### config.mk
export PLATFORM = sky130hd
export DESIGN_NAME = cpu5_ifu
export DESIGN_NICKNAME = d
export VERILOG_FILES = /design/src/rtl/cpu5_ifu_pkg.sv /design/src/rtl/cpu5_ifu_fifo.sv /design/src/rtl/cpu5_ifu.sv
export SDC_FILE = /design/constraint.sdc
export NUM_CORES = 1
export LEC_CHECK = 0
export CAP_MARGIN = 20
export CORE_ASPECT_RATIO = 2
export CORE_UTILIZATION = 45
export CTS_CLUSTER_SIZE = 16
export DETAILED_ROUTE_END_ITERATION = 8
export DONT_BUFFER_PORTS = 1
export GPL_ROUTABILITY_DRIVEN = 0
export PLACE_DENSITY_LB_ADDON = 0.08
export SYNTH_ARGS = -nofsm -noshare
export SYNTH_HDL_FRONTEND = slang
export SYNTH_SLANG_ARGS = --single-unit
export TNS_END_PERCENT = 10
### constraint.sdc
create_clock -name clk -period 3.2 [get_ports clk]
set_input_delay 0.32 -clock clk [delete_from_list [all_inputs] [get_ports clk]]
set_output_delay 0.32 -clock clk [all_outputs]
set_load 0.02 [all_outputs]
### src/rtl/cpu5_ifu_pkg.sv
// Shared constants, state codes and types for the cpu5 instruction fetch unit.
// The fetch buffer entry pairs an instruction word with its fetch address.
package cpu5_ifu_pkg;

  localparam int CPU5_OPCODE_SIZE = 6;
  localparam int CPU5_ADDR_SIZE   = 32;
  localparam int CPU5_INST_SIZE   = 32;
  localparam int CPU5_IFU_DEPTH   = 2;

  localparam logic [CPU5_ADDR_SIZE-1:0] CPU5_DEFAULT_RESET_PC = 32'h0000_0000;

  localparam logic [1:0] CPU5_IFU_ST_IDLE = 2'd0;
  localparam logic [1:0] CPU5_IFU_ST_REQ  = 2'd1;
  localparam logic [1:0] CPU5_IFU_ST_DROP = 2'd2;

  typedef enum logic [1:0] {
    IFU_IDLE = CPU5_IFU_ST_IDLE,
    IFU_REQ  = CPU5_IFU_ST_REQ,
    IFU_DROP = CPU5_IFU_ST_DROP
  } ifu_state_e;

  typedef struct packed {
    logic [CPU5_ADDR_SIZE-1:0] pc;
    logic [CPU5_INST_SIZE-1:0] inst;
  } ifu_entry_t;

  function automatic logic [CPU5_ADDR_SIZE-1:0] pc_plus4(input logic [CPU5_ADDR_SIZE-1:0] pc);
    return pc + CPU5_ADDR_SIZE'(4);
  endfunction

endpackage

### src/rtl/cpu5_ifu_fifo.sv
// Two-entry {pc, inst} fetch buffer; flush wins over push and pop.
// Head entry is presented combinationally from the read pointer.
module cpu5_ifu_fifo
  import cpu5_ifu_pkg::*;
(
  input  logic       clk,
  input  logic       resetn,
  input  logic       push,
  input  ifu_entry_t push_entry,
  input  logic       pop,
  input  logic       flush,
  output logic [1:0] count,
  output ifu_entry_t head
);

  ifu_entry_t                mem_reg [CPU5_IFU_DEPTH];
  logic                      rd_ptr_reg;
  logic                      wr_ptr_reg;
  logic [1:0]                count_reg;
  logic                      do_push;
  logic                      do_pop;
  logic [CPU5_IFU_DEPTH-1:0] wr_en;

  assign do_pop  = pop && (count_reg != 2'd0);
  // A push into a full buffer is only accepted when the head leaves in the same cycle.
  assign do_push = push && ((count_reg != 2'd2) || do_pop);

  genvar gi;
  for (gi = 0; gi < CPU5_IFU_DEPTH; gi++) begin : g_wr_en
    assign wr_en[gi] = do_push && !flush && (wr_ptr_reg == 1'(gi));
  end

  always_ff @(posedge clk or negedge resetn) begin
    if (!resetn) begin
      for (int i = 0; i < CPU5_IFU_DEPTH; i++) mem_reg[i] <= '0;
    end else begin
      for (int i = 0; i < CPU5_IFU_DEPTH; i++) begin
        if (wr_en[i]) mem_reg[i] <= push_entry;
      end
    end
  end

  always_ff @(posedge clk or negedge resetn) begin
    if (!resetn) begin
      rd_ptr_reg <= 1'b0;
      wr_ptr_reg <= 1'b0;
      count_reg  <= 2'd0;
    end else if (flush) begin
      rd_ptr_reg <= 1'b0;
      wr_ptr_reg <= 1'b0;
      count_reg  <= 2'd0;
    end else begin
      if (do_push) wr_ptr_reg <= ~wr_ptr_reg;
      if (do_pop)  rd_ptr_reg <= ~rd_ptr_reg;
      count_reg <= count_reg + 2'(do_push) - 2'(do_pop);
    end
  end

  assign count = count_reg;
  assign head  = mem_reg[rd_ptr_reg];

endmodule

### src/rtl/cpu5_ifu.sv
// cpu5 instruction fetch unit: single-outstanding fetch FSM feeding a two-entry
// buffer towards decode, with redirect flush and drop of stale responses.
module cpu5_ifu
  import cpu5_ifu_pkg::*;
#(
  parameter logic [CPU5_ADDR_SIZE-1:0] RESET_PC = CPU5_DEFAULT_RESET_PC
) (
  input  logic                        clk,
  input  logic                        resetn,
  output logic                        ifu_imem_req,
  output logic [CPU5_ADDR_SIZE-1:0]   ifu_imem_addr,
  input  logic                        imem_ifu_ack,
  input  logic [CPU5_INST_SIZE-1:0]   imem_ifu_rdata,
  input  logic                        exu_ifu_redirect,
  input  logic [CPU5_ADDR_SIZE-1:0]   exu_ifu_target,
  input  logic                        dec_ifu_stall,
  output logic                        ifu_dec_valid,
  output logic [CPU5_INST_SIZE-1:0]   ifu_dec_inst,
  output logic [CPU5_OPCODE_SIZE-1:0] ifu_dec_op,
  output logic [CPU5_ADDR_SIZE-1:0]   ifu_dec_pc,
  output logic [CPU5_ADDR_SIZE-1:0]   ifu_dec_pcplus4
);

  ifu_state_e                state_reg, state_next;
  logic [CPU5_ADDR_SIZE-1:0] pc_reg, pc_next;
  logic [CPU5_ADDR_SIZE-1:0] drop_addr_reg, drop_addr_next;
  logic                      fifo_push;
  logic                      fifo_pop;
  logic                      fifo_flush;
  logic [1:0]                fifo_count;
  ifu_entry_t                fifo_head;
  ifu_entry_t                push_entry;
  logic [2:0]                occ_after;

  assign fifo_pop   = ifu_dec_valid && !dec_ifu_stall;
  assign push_entry = '{pc: pc_reg, inst: imem_ifu_rdata};

  always_ff @(posedge clk or negedge resetn) begin
    if (!resetn) begin
      state_reg     <= IFU_IDLE;
      pc_reg        <= RESET_PC;
      drop_addr_reg <= RESET_PC;
    end else begin
      state_reg     <= state_next;
      pc_reg        <= pc_next;
      drop_addr_reg <= drop_addr_next;
    end
  end

  always_comb begin
    state_next     = state_reg;
    pc_next        = pc_reg;
    drop_addr_next = drop_addr_reg;
    fifo_push      = 1'b0;
    fifo_flush     = exu_ifu_redirect;
    ifu_imem_req   = 1'b0;
    ifu_imem_addr  = pc_reg;
    occ_after      = {1'b0, fifo_count} + 3'd1 - {2'b00, fifo_pop};
    case (state_reg)
      IFU_IDLE: begin
        if (exu_ifu_redirect) pc_next = exu_ifu_target;
        else if (fifo_count < 2'd2) state_next = IFU_REQ;
      end
      IFU_REQ: begin
        ifu_imem_req = 1'b1;
        if (exu_ifu_redirect) begin
          pc_next = exu_ifu_target;
          if (imem_ifu_ack) begin
            state_next = IFU_IDLE;
          end else begin
            state_next     = IFU_DROP;
            drop_addr_next = pc_reg;
          end
        end else if (imem_ifu_ack) begin
          fifo_push  = 1'b1;
          pc_next    = pc_plus4(pc_reg);
          state_next = (occ_after < 3'd2) ? IFU_REQ : IFU_IDLE;
        end
      end
      IFU_DROP: begin
        // The stale request keeps its original address until memory answers it.
        ifu_imem_req  = 1'b1;
        ifu_imem_addr = drop_addr_reg;
        if (exu_ifu_redirect) pc_next = exu_ifu_target;
        // An ack retires the stale request even if a newer redirect arrives with it.
        if (imem_ifu_ack) state_next = IFU_IDLE;
      end
      default: state_next = IFU_IDLE;
    endcase
  end

  cpu5_ifu_fifo u_fifo (
    .clk        (clk),
    .resetn     (resetn),
    .push       (fifo_push),
    .push_entry (push_entry),
    .pop        (fifo_pop),
    .flush      (fifo_flush),
    .count      (fifo_count),
    .head       (fifo_head)
  );

  assign ifu_dec_valid   = (fifo_count != 2'd0);
  assign ifu_dec_inst    = ifu_dec_valid ? fifo_head.inst : '0;
  assign ifu_dec_pc      = ifu_dec_valid ? fifo_head.pc : '0;
  assign ifu_dec_pcplus4 = ifu_dec_valid ? pc_plus4(fifo_head.pc) : '0;
  assign ifu_dec_op      = ifu_dec_inst[CPU5_INST_SIZE-1 -: CPU5_OPCODE_SIZE];

endmodule

* After elaboration in Yosys (flattened, before gate mapping)
Cells that the tools add are included.
** Cells by class
- Reductions and logical operators :: 19
- Multiplexer cells :: 28
- Add/subtract/negate cells :: 6
- Equal/unequal tests :: 8
- Bitwise gates (word level) :: 4
- Order comparisons :: 3
** Operators with widths (count)
- $mux 32 :: 7
- $mux 64 :: 3
- $add 32x3->32 const B :: 2
- $pmux 32 s2 :: 1
- $mux 2 :: 7
- $mux 1 :: 9
- $ne 2x2->1 const B :: 4
- $reduce_bool 2->1 :: 4
- $logic_and 1x1->1 :: 6
- $pmux 2 s3 :: 1
- $reduce_and 3->1 :: 2
- $reduce_and 4->1 :: 1
- $reduce_or 2->1 :: 2
- $add 2x1->3 const B :: 1
- $lt 3x2->1 const B :: 1
- $ne 3x3->1 const B :: 1
- $not 1->1 :: 3
- $sub 3x1->3 :: 1
- $add 2x1->2 :: 1
- $eq 2x1->1 const B :: 1
- $eq 2x2->1 const B :: 1
- $ge 2x2->1 const B :: 1
- $logic_not 1->1 :: 2
- $logic_not 2->1 :: 1
- other kinds (5) :: 5
** Word-level totals
- Flip-flop bits (word level) :: 198
- Input port bits :: 69
- Word-level logic and storage cells :: 78
- Output and inout port bits :: 136

* Logic depth before layout (Yosys ltp)
Gate-level depths: netlist of run 1.
- Word-level depth :: 8
- Gate-level depth with buffers :: 11
- Gate-level depth less buffers :: 9

* By module
From an unflattened synthesis of run 1, not the netlist that was laid out.
** Second synthesis, totals
- Cell total of the unflattened synthesis :: 941
- Area, all modules :: 10916.7 µm²
** By module, submodules not included
- cpu5_ifu_fifo :: area each 5969.5 µm², sequential area each 3303.2 µm², cells an instance 363, times used 1
- cpu5_ifu :: area each 4947.2 µm², sequential area each 1651.6 µm², cells an instance 578, times used 1

* Worst setup path before layout of run 1
No wires, ideal clock.
- Kind :: register to output
- From :: register u_fifo.rd_ptr_reg
- To :: output port ifu_dec_pcplus4[26]
- Cell stages (with the launch flop) :: 11
- Setup slack :: 206 ps
- Arrival time :: 2674 ps
- Path buffers :: 4
- Data required time :: 2880 ps
- Cell sequence :: dfrtp_1 -> buf_6 -> buf_2 -> buf_2 -> mux2_2 -> ha_1 -> inv_1 -> a211oi_1 -> nand4_2 -> buf_6 -> o41ai_1
** Between the ends
- Longest elaborated chain between the ends :: 6
** Ends and longest elaborated chain
- start, declared :: RTL line cpu5_ifu_fifo.sv:17 : logic rd_ptr_reg;
- start signal, assigned :: RTL line cpu5_ifu_fifo.sv:54 : if (do_pop) rd_ptr_reg <= ~rd_ptr_reg;
- $not 1->2 (not written as such) :: RTL line cpu5_ifu_fifo.sv:60 : assign head = mem_reg[rd_ptr_reg];
- $mux 64 (not written as such) (3 in series) :: RTL line cpu5_ifu_fifo.sv:60
- $add 32x3->32 :: RTL line cpu5_ifu_pkg.sv:28 : return pc + CPU5_ADDR_SIZE'(4);
- $mux 32 :: RTL line cpu5_ifu.sv:106 : assign ifu_dec_pcplus4 = ifu_dec_valid ? pc_plus4(fifo_head.pc) : '0;
- end, declared :: RTL line cpu5_ifu.sv:21 : output logic [CPU5_ADDR_SIZE-1:0] ifu_dec_pcplus4
No other way between the ends. The select of a mux whose other input is x is not followed.

* Worst setup path after layout of run 1
- From :: register u_fifo.rd_ptr_reg
- To :: output port ifu_dec_pcplus4[28]
The elaborated chain is that of the path after synthesis.

==> run summary, run 1 <==
The flow ran to the end, but the final reports show violations. The checks that failed: negative hold slack. Counting both buffers and inverters, the worst setup path holds a total of 3. In the layout the commonest cells are sky130_fd_sc_hd__dfrtp_1, sky130_fd_sc_hd__mux2_2, sky130_fd_sc_hd__nor2_1, sky130_fd_sc_hd__mux2i_1, sky130_fd_sc_hd__nand2_1. Adding up every negative setup slack in the final design gives 0 ps. The floorplan has 79 rows. Input and output buffers added on the ports amount to 0. The run gives 7.292 ps as the worst setup skew after layout. The mean number of vias per cell is 5.951. Global routing finished with a remaining overflow of 0. The number of global-route vias before repair is 8077. After legalization and detailed placement, the total HPWL measured 18.82 mm. Entering global routing, the biggest net connects 199 pins.

Clock tree synthesis selected as its root buffer the cell sky130_fd_sc_hd__clkbuf_16. The worst hold path belongs to the class input port to async pin. After the first detailed-routing iteration, the DRC count stood at 360. The final critical delay including setup and external delays is 3136 ps. The number of antenna violations at the first check in global routing is 1, and the flop-to-flop setup slack is 600 ps. The mean instance size in the synthesized netlist works out to 10.95 µm². Post-synthesis to final-layout area growth: 13.77%. The tools report the sequential element share of the synthesized area as 46.68%. The number of setup violations in the final report came out at 0.

The total clock buffers created by CTS is 17, and the mapped cell area is 10620 µm². In this design, the largest share of critical-path delay is due to compound AO/OA/AOI/OAI gates. The number of maximum-capacitance violations came out at 0.

The total power density per cell area is 1067 nW/µm². 205 I/O pins were placed. The total area inside the core boundary comes to 23230 µm². IR analysis of the VDD net gives a maximum drop of 0.6230 mV. STA classifies the critical path startpoint as a flop. In the global route stage, overall resource usage came out at 22.63%. The flip-flop cell with the highest count after synthesis was sky130_fd_sc_hd__dfrtp_1. The number of slew-limit violations in the final report came out at 0. Later-pin clock latency in the skew report: 450 ps. The first global-routing pass estimated 43.21 mm of wire. The final layout contains routed wiring with a total length of 27.26 mm. The first detailed-routing pass ran for 6 iterations. The number of buffers on the longest clock path was 2.

Largest fanout on the critical path: 14. The ratio of final minimum period to clock period came out at 97.99%. In this design, the critical path's most frequently occurring cell is sky130_fd_sc_hd__buf_4. The share of synthesized registers carrying an async set or reset works out to 100.0%.

Timing would allow up to 318.9 MHz. Class of the most critical setup path: flop to primary output. The number of distinct library cells after synthesis was 59; the leakage power summed over all cells was 5.017 nW. The tools report the post-detailed-placement cell area as 11040 µm². The synthesized design contains 198 register bits. Leaving out fill and tap cells, the most frequent cell in the layout is sky130_fd_sc_hd__dfrtp_1. The critical path goes through buf_6, nand4b_4, a2111oi_4, buf_4, nand4_4, o31ai_2, o41ai_2, buf_4. The number of vias after detailed routing was 7695; the width of the die was 110.6 µm. The tools report the count of synthesis-stage warnings from yosys as 0. STA puts the critical path data arrival time at 2820 ps. The post-detailed-route count of antenna-violating nets was 0; the slew of the pin with the lowest slew margin was 972.0 ps. When the netlist entered floorplanning its net count stood at 1045. Synthesis produced 969 cells. In this run the number of H-tree levels came out at 4.

Clock-pin slew was measured on the worst setup and hold paths at 70 ps. The longest individual stage delay on the worst path came out at 590 ps. Among all stages on the critical path, the largest delay is contributed by sky130_fd_sc_hd__dfrtp_4. Of the cells placed in the final design, the portion with a size suffix greater than 1 is 29.93%. STA classifies the critical path endpoint as a primary output.

At the worst endpoint, the required time is 2880 ps. The number of nets in the final layout was 1072. The worst pin sits at a relative slew slack of 35.20%. After detailed routing, the number of remaining DRC violations is 0. The smallest hold slack was -435.1 ps; the number of flip-flops under the largest register name was 128. The starting utilization of the core area was 45.70%; the area of all placed cells without fillers was 12080 µm². The number of synthesized flops with an enable pin works out to 0.

The number of failing hold endpoints at the final stage is 198. TritonCTS built the clock tree. The die outline height came out at 219.2 µm. Setup repair after global routing could not meet its margin everywhere. Overall power consumption after layout is estimated at 0.01288 W. After detailed routing, the average wire length per cell comes to 21.08 µm. For the clock sink count, the log shows 198. The die covers 24250 µm². After clock tree synthesis, the flow added hold-fix buffers numbering 32.
where the power goes:
part	switching (W)	total [W]	internal [W]
Clock	0.000981	0.00224	0.00126
Combinational	0.00352	0.00590	0.00237
Sequential	0.00111	0.00475	0.00364
Total	0.00561	0.0129	0.00727
synthesized netlist by cell type (14+ instances only):
| cell type | number | area, µm² |
|---|---|---|
| sky130_fd_sc_hd__dfrtp_1 | 198 | 4955 |
| sky130_fd_sc_hd__mux2_2 | 193 | 2173 |
| sky130_fd_sc_hd__nor2_1 | 89 | 334.1 |
| sky130_fd_sc_hd__mux2i_1 | 64 | 640.6 |
| sky130_fd_sc_hd__nand2_1 | 53 | 198.9 |
| sky130_fd_sc_hd__a21oi_1 | 41 | 205.2 |
| sky130_fd_sc_hd__o21ai_0 | 37 | 185.2 |
| sky130_fd_sc_hd__clkbuf_1 | 36 | 135.1 |
| sky130_fd_sc_hd__nand3_1 | 28 | 140.1 |
| sky130_fd_sc_hd__buf_2 | 24 | 120.1 |
| sky130_fd_sc_hd__nand4_1 | 17 | 106.4 |
| sky130_fd_sc_hd__nor3_1 | 14 | 70.07 |
| sky130_fd_sc_hd__xnor2_1 | 14 | 122.6 |
cell families after synthesis:
kind of cell / count (synthesis) / share of synthesized area [%]
muxes: 258 / 26.64
and+or+nand+nor: 255 / 11.85
DFF: 198 / 46.68
AOI/OAI and AO/OA: 143 / 8.652
buffers and inverters: 91 / 3.960
xor gates and xnor gates: 17 / 1.403
adders and majority gates: 7 / 0.8250
cell type report:
class                           instances  area, µm²
Sequential cell                       198       4959
Multi-Input combinational cell        681       5346
Fill cell                            2113      11150
Clock inverter                         14      172.7
Antenna cell                            1      2.502
Clock buffer                           18      439.2
Inverter                               12      45.04
Timing Repair Buffer                   86      758.2
Tap cell                              283      354.1
timing repair:
action                     in CTS  in global routing
setup buffers                   1                  3
gates cloned                    0                  1
pin swaps                       2                  4
gates resized for setup         3                  7
hold endpoints to repair      251                198
setup endpoints to repair       9                  8
worst reg2reg max path, stage by stage, from the launching register on:
cell	delay, ps
sky130_fd_sc_hd__dfrtp_1	460
sky130_fd_sc_hd__inv_1	110
sky130_fd_sc_hd__ha_1	200
sky130_fd_sc_hd__nor2b_1	230
sky130_fd_sc_hd__nand2_1	90
sky130_fd_sc_hd__a31oi_1	440
sky130_fd_sc_hd__nand2_2	80
sky130_fd_sc_hd__buf_4	410
sky130_fd_sc_hd__mux2_2	470
stage by stage:
step	std cells	worst slack [ps]	utilization, %
5_1_grt	1293	-23.44	51.99
3_3_place_gp	1223	443.3	47.51
6_report	1293	64.22	51.99
3_5_place_dp	1223	292.0	47.51
2_1_floorplan	969	205.9	-
4_1_cts	1288	5.096	51.65
layer usage:
| layer | up-vias | share of wire, % | global-route usage (%) |
|---|---|---|---|
| met3 | 42 | 4.3 | 4.778 |
| met5 | - | 0 | 0 |
| li1 | 3545 | - | - |
| met2 | 216 | 54 | 41.06 |
| met4 | 0 | 2.5 | 9.111 |
| met1 | 3892 | 39 | 25.66 |
final timing paths:
check,start,to,cells after the start
min reg2reg,drop_addr_reg[25],drop_addr_reg[25],2
max,u_fifo.rd_ptr_reg,ifu_dec_pcplus4[28],8
min in group clk,imem_ifu_rdata[30],u_fifo.mem_reg[94],1
max in group asynchronous,resetn,u_fifo.rd_ptr_reg,0
min,resetn,u_fifo.mem_reg[7],0
max reg2reg,state_reg[1],u_fifo.mem_reg[2],8
Note: power is estimated with default switching activity, not from simulation.
==> inputs of run 2 (changes only) <==
--- a/config.mk
+++ b/config.mk
@@ -12,6 +12,7 @@
 export DETAILED_ROUTE_END_ITERATION = 8
 export DONT_BUFFER_PORTS = 1
 export GPL_ROUTABILITY_DRIVEN = 0
+export GPL_TIMING_DRIVEN = 0
 export PLACE_DENSITY_LB_ADDON = 0.08
 export SYNTH_ARGS = -nofsm -noshare
 export SYNTH_HDL_FRONTEND = slang
==> run summary, run 2 (same netlist as run 1, synthesis figures left out) <==
The critical path startpoint category was a flop. Timing would allow up to 318.7 MHz. Of the cells placed in the final design, the portion with a size suffix greater than 1 is 29.58%. STA puts the critical path data required time at 2880 ps. The tools report the number of antenna violations at the first check in global routing as 0. The core region is 23230 µm².

The logs give 34 for the number of hold buffers added after CTS and 5 for the number of optimization iterations in the first detailed-route pass. Detailed routing inserted a total of 7786 vias. Setup violations remaining at the end of the flow were counted as 0. Number of global-route vias before repair: 8102.

TritonCTS built the clock tree. The clock sink count was 198; the final total power was 0.01300 W. The final design utilization came out at 52.69%.

The number of slew-limit violations in the final report is 0. The internal cell power is 0.007142 W, and the count of input and output buffers is 0. The H-tree was split into 4 levels. The first-pass GRT wire length is 46.13 mm. The max-slew headroom at the worst pin is 45.51%, and the width of the die is 110.6 µm. The logs give 24250 µm² for the die footprint and 2106 for the count of filler cells inserted in the layout.

The smallest hold slack was -435.5 ps; the overall fraction of global-route tracks in use was 24.92%. The total clock buffers created by CTS is 17. The starting utilization of the core area is 45.70%, and the total power density per cell area is 1062 nW/µm². The number of buffers on the longest clock path is 2.

The die is 219.2 µm tall. The min-delay analysis places its worst path in the category input port to async pin. The floorplan has 79 rows.

Of all nets on the critical path, the largest fanout is 10. The I/O pin count was 205; the remaining global-route overflow was 0. The final reports fail on negative hold slack. The number of antenna diodes in the final layout is 0. Post-synthesis to final-layout area growth: 15.29%. Of the total power, registers draw 35.0%. Net switching is 45.04% of the power. The run gives 16.7% as the share of total power in the clock network. The logs give 199 for the largest net degree at the start of global routing and 198 for the number of failing hold endpoints at the final stage.

The power share of the combinational group was 48.3%; the number of flip-flops under the largest register name was 128. The run gives 5.051 nW as the leakage power summed over all cells. In the layout the commonest cells are sky130_fd_sc_hd__dfrtp_1, sky130_fd_sc_hd__mux2_2, sky130_fd_sc_hd__nor2_1, sky130_fd_sc_hd__mux2i_1, sky130_fd_sc_hd__nand2_1. Across the run, the number of max-cap violations was 0. Summed over all layers, the routed wires come to 29.88 mm.

Detailed placement finished with a half-perimeter wire length of 21.93 mm. The tree is rooted in a sky130_fd_sc_hd__clkbuf_16. The later-pin clock latency in the skew report was 450 ps. The length in cells of the worst reg-to-reg path was 8. STA classifies the critical path endpoint as a primary output.

Using the TritonRoute via totals, the vias-per-cell ratio works out to 5.894. The worst path needs 3138 ps of the cycle, external delays included. The critical path is of the flop to primary output type. The ratio of final minimum period to clock period was 98.06%. In this run the remaining antenna-violating nets after routing total 0. The commonest non-fill, non-tap cell in the layout is sky130_fd_sc_hd__dfrtp_1. After the first detailed-routing iteration, the DRC count stood at 378. Data arrives at the worst endpoint at 2820 ps. At the pin with the least slew margin, the transition time is 813.0 ps. Between clock sinks in the finished design, the worst skew comes to 7.049 ps. Across the VDD grid, the largest voltage drop is 0.5514 mV. Setup repair after global routing could not meet its margin everywhere. For the number of nets in the final layout, the log shows 1101.

The flow ran to the end, but the final reports show violations. The reported net switching power is 0.005854 W, and the average detailed-routed wire length per instance is 22.62 µm. Clock-pin slew was measured on the worst setup and hold paths at 70 ps. For this run, design rule violations remaining after detail routing come to 0.
[run 2: changes by cell type in the layout (fill, tap and decap cells not counted), sizes merged]
cell	before	now
dlygate4sd3	32	34
bufinv	3	2
clkbuf	18	57
diode	1	0
nand4	19	18
buf	54	44
[run 2: worst max-delay path, cell delays in order, from the launching register on]
cell                       delay (ps)
sky130_fd_sc_hd__dfrtp_1          390
sky130_fd_sc_hd__buf_6            160
sky130_fd_sc_hd__buf_6            150
sky130_fd_sc_hd__buf_8            150
sky130_fd_sc_hd__mux2_4           210
sky130_fd_sc_hd__ha_1             150
sky130_fd_sc_hd__inv_2             80
sky130_fd_sc_hd__a211oi_4         190
sky130_fd_sc_hd__nand4_4          220
sky130_fd_sc_hd__buf_12           220
sky130_fd_sc_hd__o31ai_4          260
sky130_fd_sc_hd__o41ai_4          170
[run 2: cell type report]
cell class	count	area [µm²]	share of cell area (%)
Sequential cell	198	4955	40.49
Timing Repair Buffer	37	382.9	3.129
Buffer	79	406.6	3.323
Inverter	12	45.04	0.3681
Clock buffer	19	442.9	3.619
Multi-Input combinational cell	680	5507	45.00
Tap cell	283	354.1	2.893
Clock inverter	13	145.1	1.186
[run 2: timing repair]
| action | CTS | global route |
|---|---|---|
| gates cloned | 1 | 0 |
| setup endpoints to repair | 70 | 24 |
| setup buffers | 1 | 1 |
| pin swaps | 8 | 4 |
| resized for setup | 53 | 11 |
| hold endpoints to repair | 261 | 198 |
[run 2: metrics by stage]
step | instance area [µm²] | setup WS [ps] | TNS (ps) | cells | hold slack, ps
2_1_floorplan | 10620 | 205.9 | 0 | 969 | 24.41
4_1_cts | 12200 | 5.871 | 0 | 1320 | -473.2
3_5_place_dp | 10970 | -382.8 | -1361 | 1252 | 27.71
3_3_place_gp | 10970 | -380.0 | -1391 | 1252 | 28.39
6_report | 12240 | 62.00 | 0 | 1321 | -435.5
5_1_grt | 12240 | -81.82 | -155.0 | 1321 | -464.5
[run 2: routing by layer]
metal | vias up | GRT usage, % | share of wire, %
met5 | - | 0 | 0
met4 | 0 | 11.47 | 3.6
met3 | 55 | 5.551 | 4.3
met2 | 242 | 47.56 | 55
met1 | 3888 | 25.47 | 37
li1 | 3601 | - | -
[run 2: power groups by stage]
stage	clock (W)	sequential, W	combinational (W)
finish	0.00217	0.00455	0.00628
global route	0.00233	0.00472	0.00672
CTS	0.00224	0.00454	0.00627
detailed placement	0	0.00459	0.00598
global placement	0	0.00454	0.00592
floorplan	0	0.00426	0.00483
[run 2: final timing paths]
check,from,slack (ps),to
max,u_fifo.rd_ptr_reg,60,ifu_dec_pcplus4[28]
min,resetn,-440,u_fifo.mem_reg[7]
max reg2reg,state_reg[1],420,pc_reg[4]
min reg2reg,drop_addr_reg[5],500,drop_addr_reg[5]
max in group asynchronous,resetn,3230,u_fifo.mem_reg[19]
min in group clk,imem_ifu_rdata[19],30,u_fifo.mem_reg[83]
==> inputs of run 3 (changes only) <==
--- a/config.mk
+++ b/config.mk
@@ -13,7 +13,8 @@
 export DONT_BUFFER_PORTS = 1
 export GPL_ROUTABILITY_DRIVEN = 0
 export GPL_TIMING_DRIVEN = 0
-export PLACE_DENSITY_LB_ADDON = 0.08
+export PLACE_DENSITY = 0.62
+export REMOVE_ABC_BUFFERS = 1
 export SYNTH_ARGS = -nofsm -noshare
 export SYNTH_HDL_FRONTEND = slang
 export SYNTH_SLANG_ARGS = --single-unit
==> run summary, run 3 (same netlist as run 1, synthesis figures left out) <==
The tools report the total clock buffers created by CTS as 17. After clock tree synthesis, the flow added hold-fix buffers numbering 35. The clock-pin slew of the registers on the worst-case setup and hold paths is 70 ps, and the ratio of final minimum period to clock period is 98.41%. The final critical delay including setup and external delays came out at 3149 ps. Across all register-to-register paths, the minimum setup slack is 340 ps. Length in cells of the worst reg-to-reg path: 8.

For the number of setup violations in the final report, the log shows 0. Input and output buffers added on the ports amount to 0. Setup repair after global routing could not meet its margin everywhere. Dividing total power by cell area gives a power density of 1043 nW/µm². The die covers 24250 µm². At the worst endpoint, the required time is 2880 ps. In this run the top signal layer used is met4. The logs give 7515 for the number of vias after detailed routing and 0 for the remaining global-route overflow.

The die outline height was 219.2 µm; the overall fraction of global-route tracks in use was 22.55%. The estimated wirelength of the detail-placed design was 17.69 mm; the maximum ir drop on the vdd rail was 0.7142 mV. In the layout the commonest cells are sky130_fd_sc_hd__dfrtp_1, sky130_fd_sc_hd__mux2_2, sky130_fd_sc_hd__nor2_1, sky130_fd_sc_hd__mux2i_1, sky130_fd_sc_hd__nand2_1. Post-synthesis to final-layout area growth: 14.82%. At the worst endpoint, the arrival time is 2830 ps. Measured against its own limit, the worst slew margin works out to 33.92%. The layout cell share with drive strength beyond 1 is 28.78%. The checks that failed: negative hold slack. The worst setup path is launched from a flop.

In this run the worst path has a maximum fanout of 22. The run finished, with violations left. Once the floorplan was initialized, standard cells occupied 45.70% of the core. Using the TritonRoute via totals, the vias-per-cell ratio works out to 5.945. For the number of maximum-capacitance violations, the log shows 0. The setup path with the least slack is of type flop to primary output. The slew of the pin with the lowest slew margin was 991.2 ps. Fill cells in the final layout number 2078. The root buffer cell chosen for the clock tree is sky130_fd_sc_hd__clkbuf_16. For the leakage power summed over all cells, the log shows 5.035 nW. STA classifies the critical path endpoint as a primary output.

The violation count after the first detailed-route iteration was 230. The width of the die works out to 110.6 µm. The tools report the number of antenna violations at the first check in global routing as 1. The post-route met1 wirelength is 10.49 mm.

Path category of the worst min-delay check: input port to async pin. The DRC violation count after routing was 0. The pre-antenna-repair detailed-routing pass consisted of 4 iterations. The commonest non-fill, non-tap cell in the layout is sky130_fd_sc_hd__dfrtp_1. The total length of routed wires was 26.95 mm. The tree built by TritonCTS fans out to 198 sinks. The final design utilization is 52.47%, and the number of buffers on the longest clock path is 2.

The number of failing hold endpoints at the final stage came out at 198. The end of the worst register-to-register path was pc_reg[25]. The logs give 9.892 ps for the worst setup skew after layout and 460 ps for the later-pin clock latency in the skew report. The smallest hold slack is -442.1 ps. After routing the design area is 12190 µm².

Entering global routing, the biggest net connects 199 pins. Wire segments on met2 add up to 14.81 mm in the final route. The number of nets in the final layout came out at 1045. The run gives 0 as the number of slew-limit violations in the final report. The run gives 205 as the I/O pin count. The first global-routing pass estimated 42.26 mm of wire. The worst register-to-register path begins at state_reg[0]. The register with the most flip-flops in the layout has 128 of them. The routed length on met3 came out at 1.047 mm. The run gives 7485 as the number of global-route vias before repair.

In this run the number of H-tree levels came out at 4. Dividing the detail-routed wire length by the instance count gives 21.32 µm. For the post-detailed-placement cell area, the log shows 10890 µm². TritonCTS built the clock tree.

Static timing analysis puts the maximum clock frequency at 317.6 MHz. The core region is 23230 µm². The initialized floorplan defines 79 standard-cell rows. The post-detailed-route count of antenna-violating nets came out at 0.
-- run 3: repair_timing --
item	in CTS	in global routing
endpoints found under the setup margin	25	16
buffers inserted	12	1
cloned	1	0
endpoints found under the hold margin	264	198
pin swaps	5	3
gates resized for setup	22	16
-- run 3: critical path: stages (launching register included) --
cell and delay (ps):
sky130_fd_sc_hd__dfrtp_4 580, sky130_fd_sc_hd__buf_16 210, sky130_fd_sc_hd__nand4b_1 260, sky130_fd_sc_hd__a22oi_2 190
sky130_fd_sc_hd__buf_4 190, sky130_fd_sc_hd__nand4_1 100, sky130_fd_sc_hd__buf_4 190, sky130_fd_sc_hd__o31a_1 330
sky130_fd_sc_hd__nor3_4 310
-- run 3: metrics by stage --
step                      TNS [ps]  hold WS (ps)  setup WS [ps]  total power, W  cells
after floorplan            -107560         24.41          -1979        0.009339    890
after global placement     -529970         27.65          -4655        0.009722   1173
after detailed placement    -16770         26.77          -1426         0.01040   1184
after CTS                   -488.5        -468.5         -110.2         0.01274   1262
after global routing        -317.3        -463.6         -83.46         0.01351   1264
final                            0        -442.1          50.96         0.01271   1264
-- run 3: worst max-delay path by stage --
stage,slack (ps),endpoint,startpoint
3_3_place_gp,-4650,ifu_dec_pcplus4[11],u_fifo.count[1]
4_1_cts,-110,ifu_dec_pcplus4[24],u_fifo.rd_ptr_reg
5_1_grt,-80,ifu_dec_pcplus4[21],u_fifo.rd_ptr_reg
3_5_place_dp,-1430,ifu_dec_pcplus4[27],u_fifo.rd_ptr_reg
6_report,50,ifu_dec_pcplus4[27],u_fifo.rd_ptr_reg
2_1_floorplan,-1980,ifu_dec_pcplus4[27],u_fifo.rd_ptr_reg
-- run 3: routing by layer --
layer | global-route usage (%) | vias up
li1 | - | 3484
met2 | 41.93 | 148
met3 | 4.888 | 36
met1 | 24.91 | 3847
met4 | 8.311 | 0
met5 | 0 | -
-- run 3: layout make-up --
type                            count  area, µm²  share of cell area, %
Sequential cell                   198       4959                  40.68
Inverter                           12      45.04                 0.3696
Multi-Input combinational cell    680       5510                  45.21
Clock buffer                       27      513.0                  4.209
Tap cell                          283      354.1                  2.905
Timing Repair Buffer               60      762.0                  6.252
Antenna cell                        1      2.502                0.02053
Clock inverter                      3      42.54                 0.3490
-- run 3: report_power, final --
part / switching [W] / internal [W]
sequential: 0.00104 / 0.00364
combinational: 0.00360 / 0.00235
clock: 0.000911 / 0.00117
